$ cat src/rtl/pipeline_hazard_ctrl_pkg.sv
// Shared types for the pipeline hazard sequencer: register index type and run/halt state.
package pipeline_hazard_ctrl_pkg;

   localparam int unsigned REGW_DEF = 5;

   typedef logic [REGW_DEF-1:0] regbits_t;

   typedef enum logic {
      RUN  = 1'b0,
      HALT = 1'b1
   } haz_state_t;

endpackage

$ cat src/rtl/pipeline_hazard_detect.sv
// Load-use hazard detection between ID/EX and IF/ID; purely combinational so the
// forwarding unit can reuse it.
module hazard_detect #(
   parameter int unsigned REGW = 5
) (
   input  logic            dmem_ren_idex_i,
   input  logic            rwen_idex_i,
   input  logic [REGW-1:0] wsel_idex_i,
   input  logic [REGW-1:0] rs_ifid_i,
   input  logic [REGW-1:0] rt_ifid_i,
   input  logic            rt_used_ifid_i,
   output logic            lu_o
);

   logic wsel_nz_s;
   logic rs_match_s;
   logic rt_match_s;

   // Register 0 is hardwired to zero, so a load targeting it never creates a dependency.
   assign wsel_nz_s  = (wsel_idex_i != {REGW{1'b0}});
   assign rs_match_s = (wsel_idex_i == rs_ifid_i);
   assign rt_match_s = rt_used_ifid_i & (wsel_idex_i == rt_ifid_i);
   assign lu_o       = dmem_ren_idex_i & rwen_idex_i & wsel_nz_s & (rs_match_s | rt_match_s);

endmodule

$ cat src/rtl/pipeline_hazard_ctrl.sv
// Central latch-bank sequencer: ppEN/bubble/ifidKill, PC write and gated cache requests.
// Optional stall/bubble counters are built when PIPELINE_HAZARD_CTRL_STALL_CNT_EN is defined.
module pipeline_hazard_ctrl
   import pipeline_hazard_ctrl_pkg::*;
#(
   parameter int unsigned REGW  = 5,
   parameter int unsigned CNT_W = 32
) (
   input  logic            CLK,
   input  logic            RST,
   input  logic            ihit,
   input  logic            dhit,
   input  logic            cu_dmemREN_EXME,
   input  logic            cu_dmemWEN_EXME,
   input  logic            cu_dmemREN_IDEX,
   input  logic            cu_rWEN_IDEX,
   input  logic [REGW-1:0] wsel_IDEX,
   input  logic [REGW-1:0] rs_IFID,
   input  logic [REGW-1:0] rt_IFID,
   input  logic            rt_used_IFID,
   input  logic            redirect,
   input  logic            halt_MEWB,
   output logic            ppEN,
   output logic            bubble,
   output logic            ifidKill,
   output logic            pcWEN,
   output logic            imemREN,
   output logic            dmemREN,
   output logic            dmemWEN,
   output logic            halt
`ifdef PIPELINE_HAZARD_CTRL_STALL_CNT_EN
   ,
   output logic [CNT_W-1:0] stall_cnt,
   output logic [CNT_W-1:0] bubble_cnt
`endif
);

   if (CNT_W < 2) begin : g_cnt_w_chk
      $error("CNT_W must be at least 2");
   end

   haz_state_t state_q;
   logic       dmem_done_q;
   logic       dmem_done_d;
   logic       run_s;
   logic       mem_op_s;
   logic       mem_ok_s;
   logic       lu_s;

   hazard_detect #(.REGW(REGW)) u_hazard_detect (
      .dmem_ren_idex_i (cu_dmemREN_IDEX),
      .rwen_idex_i     (cu_rWEN_IDEX),
      .wsel_idex_i     (wsel_IDEX),
      .rs_ifid_i       (rs_IFID),
      .rt_ifid_i       (rt_IFID),
      .rt_used_ifid_i  (rt_used_IFID),
      .lu_o            (lu_s)
   );

   assign run_s    = (state_q == RUN);
   assign mem_op_s = cu_dmemREN_EXME | cu_dmemWEN_EXME;
   assign mem_ok_s = ~mem_op_s | dhit | dmem_done_q;

   // Load-use beats redirect: the branch operand is not yet valid.
   assign ppEN     = run_s & ihit & mem_ok_s;
   assign bubble   = run_s & lu_s;
   assign ifidKill = run_s & redirect & ~lu_s;
   assign pcWEN    = ppEN & ~bubble;
   assign imemREN  = run_s;
   assign dmemREN  = run_s & cu_dmemREN_EXME & ~dmem_done_q;
   assign dmemWEN  = run_s & cu_dmemWEN_EXME & ~dmem_done_q;
   assign halt     = (state_q == HALT);

   // A data access finished while the i-side still misses must not be reissued.
   always_comb begin
      dmem_done_d = dmem_done_q;
      if (ppEN) begin
         dmem_done_d = 1'b0;
      end else if (run_s & mem_op_s & dhit) begin
         dmem_done_d = 1'b1;
      end else begin
         dmem_done_d = dmem_done_q;
      end
   end

   // Run/halt state machine plus the completed-access flag.
   always_ff @(posedge CLK) begin
      if (RST) begin
         state_q     <= RUN;
         dmem_done_q <= 1'b0;
      end else begin
         dmem_done_q <= dmem_done_d;
         case (state_q)
            RUN:     if (ppEN & halt_MEWB) state_q <= HALT;
            HALT:    state_q <= HALT;
            default: state_q <= RUN;
         endcase
      end
   end

`ifdef PIPELINE_HAZARD_CTRL_STALL_CNT_EN
   localparam logic [CNT_W-1:0] CNT_MAX = {CNT_W{1'b1}};
   localparam logic [CNT_W-1:0] CNT_ONE = {{(CNT_W-1){1'b0}}, 1'b1};

   logic [CNT_W-1:0] stall_cnt_q;
   logic [CNT_W-1:0] bubble_cnt_q;

   // Saturating performance counters, frozen once halted.
   always_ff @(posedge CLK) begin
      if (RST) begin
         stall_cnt_q  <= {CNT_W{1'b0}};
         bubble_cnt_q <= {CNT_W{1'b0}};
      end else begin
         if (run_s & ~ppEN & (stall_cnt_q != CNT_MAX)) begin
            stall_cnt_q <= stall_cnt_q + CNT_ONE;
         end
         if (ppEN & bubble & (bubble_cnt_q != CNT_MAX)) begin
            bubble_cnt_q <= bubble_cnt_q + CNT_ONE;
         end
      end
   end

   assign stall_cnt  = stall_cnt_q;
   assign bubble_cnt = bubble_cnt_q;
`endif

endmodule

$ cat config.mk
export PLATFORM = sky130hd
export DESIGN_NAME = pipeline_hazard_ctrl
export DESIGN_NICKNAME = d
export VERILOG_FILES = /design/src/rtl/pipeline_hazard_ctrl_pkg.sv /design/src/rtl/pipeline_hazard_detect.sv /design/src/rtl/pipeline_hazard_ctrl.sv
export SDC_FILE = /design/constraint.sdc
export NUM_CORES = 1
export LEC_CHECK = 0
export CAP_MARGIN = 25
export CORE_AREA = 2 2 39 41
export CTS_BUF_LIST = sky130_fd_sc_hd__clkbuf_8
export DETAILED_ROUTE_END_ITERATION = 8
export DIE_AREA = 0 0 41 43
export HOLD_SLACK_MARGIN = 0.06
export PLACE_DENSITY = 0.79
export SYNTH_ARGS = -nofsm -noshare
export SYNTH_HDL_FRONTEND = slang
export SYNTH_HIERARCHICAL = 1
export SYNTH_SLANG_ARGS = --single-unit
$ cat constraint.sdc
create_clock -name CLK -period 1.5 [get_ports CLK]
set_input_delay 0.15 -clock CLK [delete_from_list [all_inputs] [get_ports CLK]]
set_output_delay 0.15 -clock CLK [all_outputs]
set_load 0.1 [all_outputs]
==> results.ini, run 1 <==
[status]
status=complete, but fails checks
violations=setup timing

[timing]
min_period_over_period=1.15
finalSetupViolations=3
finalHoldViolCount=0
report.final.slew_viol_count=0
max_freq_mhz=579
tightest_slew_ns=0.344
whs_ns=0.497
setup_tns_ns=-0.614
slew_headroom=0.769
worst_slack_ns=-0.228
fin_skew_ns=0.00263
min_period_ns=1.73
rsz0062_at_grt=true

[floorplanning]
io_pins=34
num_rows=14
initial_core_util=0.217
core_area_um2=1380
die_x_um=41
die_h_um=43
fp.dieArea_um2=1760

[power_and_ir_drop]
power_uw=646
leakage_uw=0.000364
power_density_nw_per_um2=708
ir_worst_vdd_uv=731

[synth]
ys_ff_latch=2
synth_nets=60
synthesis.area_um2=300
yosysWarnings=6
synth_cell_types=19
yosysSeqAreaShare=0.133
syn_inst=34
syn_area_per_cell_um2=8.83

[detailed_routing]
drc=0
dr.pass1.iters=4
antenna_left=0
vias_per_cell=4.59
wl_um=1350
avgRoutedWirePerCell_um=14.5
drt_first_iter_violations=3
via_count=427

[placed_design]
port_buffers=33
gp_congestion=0.764
dpl-instance-area_um2=820

[worst_setup_path]
start_kind=input port
worstSetupPathDepth=7
cpMostUsedCell=buf_6
path_buf_inv=3
cp-end-kind=output pin
reg2reg_slack_ns=0.55
path_max_fanout=3
arrival_ns=1.58
worstReg2RegStart=dmem_done_q$_SDFFE_PP0P_
cp_cell_sequence=buf_6, or4_4, o211ai_4, a21oi_4, buf_6, nor3b_4, buf_12
cpLargestDelayFamily=simple AND/OR/NAND/NOR gates
critical_path.max_stage_delay_ns=0.53
endpoint=ifidKill
rr_endpoint=halt$_SDFF_PP0_
crit_required_ns=1.35
crit_slowest_cell=or4_4
crit_path_start=wsel_IDEX[0]
r2r_cells=2
crit_type=input port to output pin

[layout]
area_delta_synth_final_pct=204
diodes=0
final_common_cell=clkdlybuf4s50_1
nNetsFinal=104
finalInstanceArea_um2=912
final_cell_mix=clkdlybuf4s50_1 (13), buf_12 (8), buf_4 (6), xor2_1 (6)
drive_gt1_frac=0.532

[clock_network]
cts.clk_slew.worst_paths_ns=0.03
worstSkewPairLatency_ns=0.21
root_buffer=clkbuf_8
cts_buffers=3
clockBufferDepth=2
cts_tree=built
ctsHoldBuffers=0
clock_sinks=2
htree_levels=1

[grt]
grt_pass1_vias=462
grt-ovfl-total=0
antenna_found_initial=0
grt_pass1_wl_um=2010
grt_max_degree=10
grt_usage=0.171

[worst_hold_path]
hold_class=input port to flip-flop
hold_depth=2

[job]
cap_violations=0

-- cell type report --
| cell class | count | area, um2 |
|---|---|---|
| inverter | 1 | 3.75 |
| fill | 107 | 472 |
| tap | 16 | 20.0 |
| clock inverter | 1 | 3.75 |
| sequential | 2 | 43.8 |
| clock buffer | 3 | 41.3 |
| multi-input combinational | 30 | 349 |
| timing repair buffer | 40 | 450 |
-- cells by family after synthesis --
family | synth area share
and+or+nand+nor | 0.379
xor gates and xnor gates | 0.292
AOI/OAI and AO/OA | 0.146
DFF | 0.133
buffers and inverters | 0.0500
-- per-stage QoR --
step	cells	worst slack [ns]	util
4_1_cts	93	-0.245	0.645
3_5_place_dp	87	-0.648	0.592
6_report	93	-0.228	0.659
3_3_place_gp	87	-0.589	0.592
5_1_grt	93	-0.282	0.659
2_1_floorplan	34	-0.646	-
-- where the power goes --
| part | switching (uW) | internal, uW |
|---|---|---|
| logic | 194 | 164 |
| registers | 14.9 | 56.9 |
| clock network | 42.8 | 173 |
| total | 251 | 394 |
-- synthesized netlist by cell type (all sizes together) --
master  count  area share
xor2        7        0.20
nor3b       5        0.14
a21oi       3       0.050
xnor2       3       0.088
dfxtp       2        0.13
nand3       2       0.033
nor3        2       0.050
buf         1       0.037
inv         1       0.012
nor2        1       0.037
nor2b       1       0.021
nor4        1       0.021
nor4b       1       0.050
o211ai      1       0.042
o21a        1       0.025
o311ai      1       0.029
or4         1       0.025
-- how the worst min path moves through the flow --
| stage | end | start |
|---|---|---|
| final | halt$_SDFF_PP0_ | RST |
| after floorplan | halt$_SDFF_PP0_ | RST |
| after CTS | halt$_SDFF_PP0_ | RST |
| after global placement | halt$_SDFF_PP0_ | halt$_SDFF_PP0_ |
| after detailed placement | halt$_SDFF_PP0_ | halt$_SDFF_PP0_ |
| after global routing | halt$_SDFF_PP0_ | RST |
-- state kept, by name (all words and copies together) (netlist names) --
| register | count |
|---|---|
| halt | 1 |
| dmem_done_q | 1 |
-- metal layers --
metal	vias up	routed length (um)	track usage
met5	-	0	0
met3	2	60	0.0209
met4	0	23	0.0600
li1	213	-	-
met1	197	409	0.169
met2	15	856	0.328
-- worst register-to-register path, delay by kind of cell (launching register included) --
kind | cells | cell delay (ns)
flip-flops | 1 | 0.38
AO/OA/AOI/OAI | 2 | 0.45
-- timing repair --
item,CTS,global route
setup buffers,2,0
hold endpoints to repair,0,0
resized for setup,39,3
pin swaps,11,3
endpoints found under the setup margin,3,3
(Power assumes the default switching activity.)
==> run 2: changes to the inputs <==
--- a/config.mk
+++ b/config.mk
@@ -7,7 +7,7 @@
 export LEC_CHECK = 0
 export CAP_MARGIN = 25
 export CORE_AREA = 2 2 39 41
-export CTS_BUF_LIST = sky130_fd_sc_hd__clkbuf_8
+export CTS_CLUSTER_SIZE = 28
 export DETAILED_ROUTE_END_ITERATION = 8
 export DIE_AREA = 0 0 41 43
 export HOLD_SLACK_MARGIN = 0.06
==> results.ini, run 2 (synthesis gave the netlist of run 1 again) <==
[floorplanning]
core_area_um2=1380
die_h_um=43
num_rows=14
die_x_um=41
initial_core_util=0.217
io_pins=34
fp.dieArea_um2=1760

[worst_setup_path]
r2r_cells=2
crit_type=input port to output pin
start_kind=input port
reg2reg_slack_ns=0.57
rr_endpoint=halt$_SDFF_PP0_
crit_required_ns=1.35
path_max_fanout=3
arrival_ns=1.58
cp-end-kind=output pin
worstReg2RegStart=dmem_done_q$_SDFFE_PP0P_

[detailed_routing]
drt_first_iter_violations=2
avgRoutedWirePerCell_um=14.0
via_count=421
dr.pass1.iters=4
drc=0
wl_um=1300
antenna_left=0
vias_per_cell=4.53

[grt]
grt_pass1_wl_um=1970
grt_usage=0.169
grt_pass1_vias=445
grt_max_degree=10
grt-ovfl-total=0
antenna_found_initial=0

[clock_network]
worstSkewPairLatency_ns=0.22
clockBufferDepth=2
clock_sinks=2
ctsHoldBuffers=0
cts_buffers=3
root_buffer=clkbuf_4
htree_levels=1
cts_tree=built
cts.clk_slew.worst_paths_ns=0.03

[worst_hold_path]
hold_depth=2
min_from=RST
min_to=halt$_SDFF_PP0_
hold_class=input port to flip-flop

[timing]
finalHoldViolCount=0
min_period_over_period=1.15
finalSetupViolations=3
worst_slack_ns=-0.228
min_period_ns=1.73
max_freq_mhz=579
fin_skew_ns=0.00323
rsz0062_at_grt=true
setup_tns_ns=-0.615
tightest_slew_ns=0.344
slew_headroom=0.770
report.final.slew_viol_count=0

[status]
status=complete, but fails checks
violations=setup timing

[layout]
final_cell_mix=clkdlybuf4s50_1 (13), buf_12 (8), buf_4 (6), xor2_1 (6)
drive_gt1_frac=0.532
nNetsFinal=104
n_fill_cell=108
final_common_cell=clkdlybuf4s50_1
finalInstanceArea_um2=893
diodes=0
layoutNonFillerInstCount=93
area_delta_synth_final_pct=198

[placed_design]
dpl_worst_slack_ns=-0.648
port_buffers=33
gp_congestion=0.764
dpl-instance-area_um2=820
dp_cells=87

[power_and_ir_drop]
leakage_uw=0.000352
power_density_nw_per_um2=627
ir_worst_vdd_uv=506

[job]
cap_violations=0

[run 2: changes by cell type in the layout (fill, tap and decap cells not counted), sizes merged]
| cell | delta |
|---|---|
| clkbuf | +1 |
| inv | -1 |
[run 2: layer usage]
metal  GRT usage  up-vias  share of wire  routed length [um]
met5           0        -              0                   0
met4      0.0600        0          0.018                  23
met3      0.0366        2          0.045                  59
met2       0.309       13           0.63                 826
met1       0.172      193           0.30                 395
li1            -      213              -                   -
[run 2: report_power, final]
| group | internal [uW] | switching (uW) | total, uW |
|---|---|---|---|
| registers | 56.8 | 14.7 | 71.5 |
| clock network | 98.9 | 32.0 | 131 |
| logic | 164 | 193 | 357 |
| total | 320 | 240 | 560 |
[run 2: worst max-delay path, cell delays in order]
cell	delay, ns
buf_6	0.09
or4_4	0.53
o211ai_4	0.20
a21oi_4	0.07
buf_6	0.12
nor3b_4	0.21
buf_12	0.20
[run 2: metrics by stage]
step | hold WS (ns) | power, uW | util
2_1_floorplan | 0.209 | 255 | -
3_3_place_gp | 0.614 | 415 | 0.592
3_5_place_dp | 0.622 | 420 | 0.592
4_1_cts | 0.476 | 558 | 0.631
5_1_grt | 0.478 | 591 | 0.646
6_report | 0.484 | 560 | 0.646
[run 2: what timing repair did]
item	CTS	global route
buffers inserted	2	0
resized for setup	39	3
setup endpoints to repair	3	3
pin swaps	11	3
hold endpoints to repair	0	0
[run 2: final cells by class]
cell class / count / area, um2 / share of cell area
Timing Repair Buffer: 40 / 450 / 0.504
Multi-Input combinational cell: 30 / 349 / 0.391
Sequential cell: 2 / 43.8 / 0.0490
Clock buffer: 4 / 26.3 / 0.0294
Tap cell: 16 / 20.0 / 0.0224
Inverter: 1 / 3.75 / 0.00420
[run 2: worst max path at each step]
stage                 startpoint        to  slack [ns]  cells after the start
floorplan           wsel_IDEX[3]     pcWEN       -0.65                      4
global placement    wsel_IDEX[3]     pcWEN       -0.59                      6
detailed placement  wsel_IDEX[2]    bubble       -0.65                      7
CTS                 wsel_IDEX[0]  ifidKill       -0.25                      7
global route        wsel_IDEX[2]    bubble       -0.28                      7
finish              wsel_IDEX[0]  ifidKill       -0.23                      7
